### config.mk
export PLATFORM = sky130hd
export DESIGN_NAME = iir_n
export DESIGN_NICKNAME = d
export VERILOG_FILES = /design/src/rtl/iir_n.sv
export SDC_FILE = /design/constraint.sdc
export NUM_CORES = 2
export LEC_CHECK = 0
export ABC_AREA = 1
export CORE_MARGIN = 1.5
export CORE_UTILIZATION = 40
export DETAILED_ROUTE_END_ITERATION = 8
export PLACE_DENSITY = 0.67
export SETUP_SLACK_MARGIN = 0.3
export SLEW_MARGIN = 20
export SYNTH_ARGS = -nofsm -noshare
export SYNTH_HDL_FRONTEND = slang
export SYNTH_SLANG_ARGS = --single-unit
### constraint.sdc
create_clock -name clk -period 19.6 [get_ports clk]
set_input_delay 4.9 -clock clk [delete_from_list [all_inputs] [get_ports clk]]
set_output_delay 4.9 -clock clk [all_outputs]
set_load 0.02 [all_outputs]
### src/rtl/iir_n.sv
// All-pole IIR filter: y[n] = x[n] - sum a_k*y[n-k], coefficients in Q(FRAC), one MAC per clk.
// Define IIR_N_SAT_EN to clamp out-of-range results; otherwise results wrap to N bits.
module iir_n #(
  parameter int N      = 32,
  parameter int DELAYS = 3,
  parameter int FRAC   = 8
) (
  input  logic                  clk,
  input  logic                  rst,
  input  logic                  clk_d,
  input  logic                  ena,
  input  logic signed [N-1:0]   x_in,
  input  logic [DELAYS*N-1:0]   a,
  output logic signed [N-1:0]   y_out,
  output logic                  out_valid,
  output logic                  busy,
  output logic                  overrun
);

  localparam int AW = 2*N + $clog2(DELAYS+1) + 1;
  localparam int KW = (DELAYS > 1) ? $clog2(DELAYS+1) : 1;

  typedef enum logic [1:0] {IDLE, MAC, UPDATE} state_t;

  state_t                state;
  logic [KW-1:0]         k;
  logic signed [AW-1:0]  acc;
  logic signed [N-1:0]   y_hist [1:DELAYS];

  logic signed [N-1:0]   sel_a;
  logic signed [N-1:0]   sel_y;
  logic signed [2*N-1:0] prod;
  logic signed [AW-1:0]  x_ext;
  logic signed [AW-1:0]  shifted;
  logic signed [N-1:0]   result;

  // Tap select: coefficient a_k and history y[n-k] for the current MAC cycle.
  always_comb begin
    sel_a = '0;
    sel_y = '0;
    for (int unsigned i = 1; i <= DELAYS; i++) begin
      if (k == KW'(i)) begin
        sel_a = a[(i-1)*N +: N];
        sel_y = y_hist[i];
      end
    end
  end

  assign prod    = (2*N)'(sel_a) * (2*N)'(sel_y);
  assign x_ext   = AW'(x_in);
  assign shifted = acc >>> FRAC;

`ifdef IIR_N_SAT_EN
  logic [AW-N:0] hi_bits;
  logic          out_of_range;
  assign hi_bits      = shifted[AW-1:N-1];
  assign out_of_range = !((&hi_bits) || (~|hi_bits));
  always_comb begin
    result = shifted[N-1:0];
    if (out_of_range)
      result = shifted[AW-1] ? {1'b1, {(N-1){1'b0}}} : {1'b0, {(N-1){1'b1}}};
  end
`else
  assign result = N'(shifted);
`endif

  always_ff @(posedge clk or posedge rst) begin
    if (rst) begin
      state     <= IDLE;
      k         <= '0;
      acc       <= '0;
      y_out     <= '0;
      out_valid <= 1'b0;
      busy      <= 1'b0;
      overrun   <= 1'b0;
      for (int unsigned i = 1; i <= DELAYS; i++) y_hist[i] <= '0;
    end else if (!ena) begin
      out_valid <= 1'b0;
    end else begin
      out_valid <= 1'b0;
      case (state)
        IDLE: begin
          if (clk_d) begin
            acc   <= x_ext <<< FRAC;
            k     <= KW'(1);
            state <= MAC;
            busy  <= 1'b1;
          end
        end
        MAC: begin
          if (clk_d) overrun <= 1'b1;
          acc <= acc - AW'(prod);
          if (k == KW'(DELAYS)) state <= UPDATE;
          else                  k     <= k + 1'b1;
        end
        UPDATE: begin
          if (clk_d) overrun <= 1'b1;
          y_out     <= result;
          y_hist[1] <= result;
          for (int unsigned i = 2; i <= DELAYS; i++) y_hist[i] <= y_hist[i-1];
          out_valid <= 1'b1;
          k         <= '0;
          busy      <= 1'b0;
          state     <= IDLE;
        end
        default: begin
          state <= IDLE;
          busy  <= 1'b0;
        end
      endcase
    end
  end

endmodule
; ---- Word-level counts from Yosys, hierarchy flattened
; Cells that the tools add are included.
[totals]
out_inout_bits = 35
input_bits = 132
regBits = 170
wordCells = 48
[classes]
muxes = 17
reduce_logical = 10
bitwise_logic = 1
n_eq_ne = 8
addsub = 2
mul = 1
[ops]
columns = op, count
row1 = $mux 32, 6
row2 = $pmux 67 s2, 1
row3 = $mux 67, 1
row4 = $sub 67x64->67, 1
row5 = $mul 32x32->64, 1
row6 = $reduce_and 3->1, 4
row7 = $eq 2x2->1 const B, 3
row8 = $mux 2, 3
row9 = $ne 2x2->1 const B, 3
row10 = $pmux 2 s3, 1
row11 = $eq 2x1->1 const B, 2
row12 = $pmux 2 s2, 1
row13 = $reduce_and 4->1, 1
row14 = $mux 1, 3
row15 = $reduce_bool 3->1, 1
row16 = $add 2x1->2 const B, 1
row17 = $logic_not 2->1, 1
row18 = $pmux 1 s2, 1
row19 = $reduce_and 2->1, 1
row20 = $reduce_bool 2->1, 1
row21 = $reduce_or 2->1, 1
row22 = $not 1->1, 1

; ---- Depth between registers and ports, before layout
[depth]
depth_word = 7
depth_mapped = 42
ltp_nobuf = 39

; ---- Worst setup path after synthesis
; Ideal clock, no wire load.
[synth_path]
kind = input-to-reg
startpoint = input a[53]
endpoint = register acc[34]
n_path_buf = 1
path_slack_ns = 8.068
arrival_ns = 11.400
path_stages = 27
t_required_ns = 19.468
setup_time_ns = 0.132
path_cell_list = a21oi_1 > a21oi_1 > clkbuf_1 > clkinv_1 > nor2_1 > fa_1 > fa_1 > fa_1 > fa_1 > fa_1 > inv_1 > fa_1 > fa_1 > inv_1 > fa_1 > inv_1 > ha_1 > nand2_1 > inv_1 > a21oi_1 > o21ai_0 > a221oi_1 > a21oi_1 > nor2_1 > nor2_1 > o21ai_1 > o21ai_0
[synth_between]
elab_chain_len = 5
[synth_lines]
columns = element, line_no
row1 = from (decl), 13  ; input logic [DELAYS*N-1:0] a,
row2 = $mux 32 (2 in a row), 42  ; if (k == KW'(i)) begin
row3 = $mul 32x32->64, 49  ; assign prod = (2*N)'(sel_a) * (2*N)'(sel_y);
row4 = $sub 67x64->67, 92  ; acc <= acc - AW'(prod);
row5 = $pmux 67 s2, 81  ; case (state)
row6 = to (signal assigned), 84  ; acc <= x_ext <<< FRAC;
row7 = to (signal assigned), 92
row8 = to (decl), 27  ; logic signed [AW-1:0] acc;
; Every way passes these cells.
; A chain may end at the register's enable or synchronous reset.

; ---- Worst setup path after layout
[layout_path]
startpoint = input a[38]
endpoint = register acc[39]
; The elaborated chain is that of the path after synthesis.

==> impl_metrics.tcl <==
set metrics [dict create \
    postSynth.asyncResetShare_pct 100 \
    syn_nets 5040 \
    clock_latency_ns 0.46 \
    endpoint_kind "flip-flop" \
    grt-ovfl-total 0 \
    min_path_type "flip-flop to flip-flop" \
    totalWireLength_um 108000 \
    max_stage_delay_ns 0.77 \
    synth-warning-count 0 \
    vias 27000 \
    post-route-min-period_ns 13.19 \
    design.core.area_um2 79400 \
    rsz0062_at_grt "no" \
    cts_tree "done" \
    gp_congestion 0.970 \
    fin_nets 5101 \
    dp_hpwl_um 85500 \
    cp.required_ns 19.95 \
    cts-root-buf "clkbuf_16" \
    drc 0 \
    tightest_slew_ns 1.17 \
    post_cts_buffers 0 \
    synth_edf_count 0 \
    final_core_util_pct 44.7 \
    register_area_um2 3580 \
    cts_num_sinks 143 \
    cts_htree_levels 4 \
    cp.arrival_ns 13.54 \
    initial_core_util_pct 40.6 \
    cts.repair.resized 0 \
    drtPass1Iterations 9 \
    grtUsageTotal_pct 26.8 \
    rows 103 \
    die_y_um 287 \
    synth-main-ff-cell "dfrtp_1" \
    ys_seq_area_share_pct 11.1 \
    first_global_vias 27900 \
    wire_per_inst_um 20.9 \
    avgSynthCellArea_um2 7.99 \
    syn_area_um2 32300 \
    diodes 0 \
    ctsHoldBuffers 0 \
    portBuffers 166 \
    drive_gt1_share_pct 3.85 \
    tns_ns 0 \
    cts-buffers-inserted 17 \
    vias_per_cell 5.23 \
    ys_types 47 \
    finalSetupViolCount 0 \
    dieArea_um2 82400 \
    cp_slowest_cell "clkinv_1" \
    report.final.slew_viol_count 0 \
    grt_max_degree 81 \
    io_pins 167 \
    cts.clk_slew.worst_paths_ns 0.08 \
    grt_pass1_wl_um 165000 \
    detail-route-antenna-nets 0 \
    ys_ff_latch 143 \
    multi_input_area_um2 24300 \
    netlist_instances 4035 \
    fmax_ghz 0.0758 \
    fillers 7964 \
    synthToLayoutAreaGrowth_pct 10.1 \
    hold_viol 0 \
    status "finished, final reports clean" \
    drt-initial-drc-count 2501 \
    path_class "input pin to flip-flop" \
    cap_violations 0 \
    fin_crit_sh_pct 67.3 \
    skew_ns 0.0154 \
    slew_headroom_pct 21.8 \
    antenna_found_initial 1 \
    die_x_um 287 \
    critical_path.startpoint_type "input pin" \
    clk_path_buf_depth 2 \
    crit_fanout 17 \
]
==> metal layers <==
layer  routed length [um]  part of all wire, %  vias up  global-route usage (%)
li1                     -                    -    11800                       -
met1                41500                   38    13600                    34.4
met4                 6020                  5.6        2                    12.6
met5                   13                0.012        -                       0
met3                10900                   10      263                    6.60
met2                49400                   46     1295                    42.6
==> Yosys cell counts, types with 7 or more instances <==
cell type,count,area (um2)
o21ai_0,110,551
clkbuf_1,120,450
o22ai_1,17,106
o211ai_1,7,52.6
nand2_1,901,3380
o21ai_1,12,60.1
xor2_1,22,193
nor2_1,505,1900
nand3b_1,11,82.6
o21a_1,15,113
dfrtp_1,143,3580
nor2_2,7,43.8
ha_1,194,2430
fa_1,679,13600
buf_2,19,95.1
inv_1,922,3460
a21oi_2,7,61.3
clkinv_1,15,56.3
a22oi_1,10,75.1
a21oi_1,104,521
buf_4,40,300
a31oi_1,11,68.8
nand3_1,63,315
inv_2,11,41.3
xnor2_1,15,131
nor3_1,13,65.1
nand4_1,7,43.8
==> critical path, delay by kind of cell <==
| kind | cells | cell delay [ns] |
|---|---|---|
| compound gates | 6 | 1.77 |
| fa+ha+maj | 9 | 3.77 |
| buf+inv | 9 | 1.92 |
| simple gates | 9 | 1.10 |
==> final cells by class <==
class,count,area share (%)
clock buffers,18,1.24
clock inverters,14,0.462
inverters,948,10.0
multi-input cells,2757,68.5
flip-flops and latches,143,10.1
well taps,1050,3.70
repair buffers,229,6.01
==> cells in the final DEF, fill, tap and decap left out, drive strengths merged, types with 4 or more instances in the layout <==
cell type        n
a21oi          116
a22oi           10
a31oi           11
buf             63
clkbuf          18
clkdlybuf4s50  166
clkinv          20
dfrtp          143
fa             679
ha             194
inv            941
nand2          904
nand3           63
nand3b          11
nand4            7
nor2           513
nor3            13
o211ai           7
o21a            15
o21ai          129
o21bai           6
o221ai           4
o22ai           19
o31ai            4
or2              6
xnor2           15
xor2            22
==> flip-flops by register name, indices dropped and copies added (netlist names) <==
| signal | count |
|---|---|
| k | 2 |
| overrun | 1 |
| acc | 40 |
| busy | 1 |
| y_hist | 96 |
| state | 2 |
| out_valid | 1 |
==> logic make-up after synthesis <==
group | after synthesis | share of synthesized area (%)
AO/OA/AOI/OAI | 329 | 6.09
XOR/XNOR | 37 | 1.00
adder cells (fa/ha/maj) | 873 | 49.7
buffers and inverters | 1135 | 13.8
flip-flops | 143 | 11.1
AND/OR/NAND/NOR | 1518 | 18.3
==> path summary, 6_finish.rpt <==
path | cells after the start | slack [ns] | start | to
max | 33 | 6.41 | a[38] | acc[39]
min | 2 | 0.48 | y_hist[10] | y_hist[10]
max reg2reg | 32 | 9.50 | k[0] | acc[36]
min reg2reg | 2 | 0.48 | y_hist[10] | y_hist[10]
max in group asynchronous | 3 | 13.22 | rst | y_hist[24]
min in group asynchronous | 2 | 4.97 | rst | y_hist[34]
==> metrics by stage <==
stage	hold slack (ns)	worst slack (ns)	area (um2)	instances
6_report	0.481	6.41	35500	5159
3_3_place_gp	0.456	6.13	34900	5127
5_1_grt	0.500	6.12	35500	5159
4_1_cts	0.478	6.58	35500	5159
2_1_floorplan	0.441	8.07	32300	4035
3_5_place_dp	0.457	6.14	34900	5127
Power is left out: the tool's default activity adds up to more than one toggle a clock period on the data nets, which glitch-free logic cannot reach.
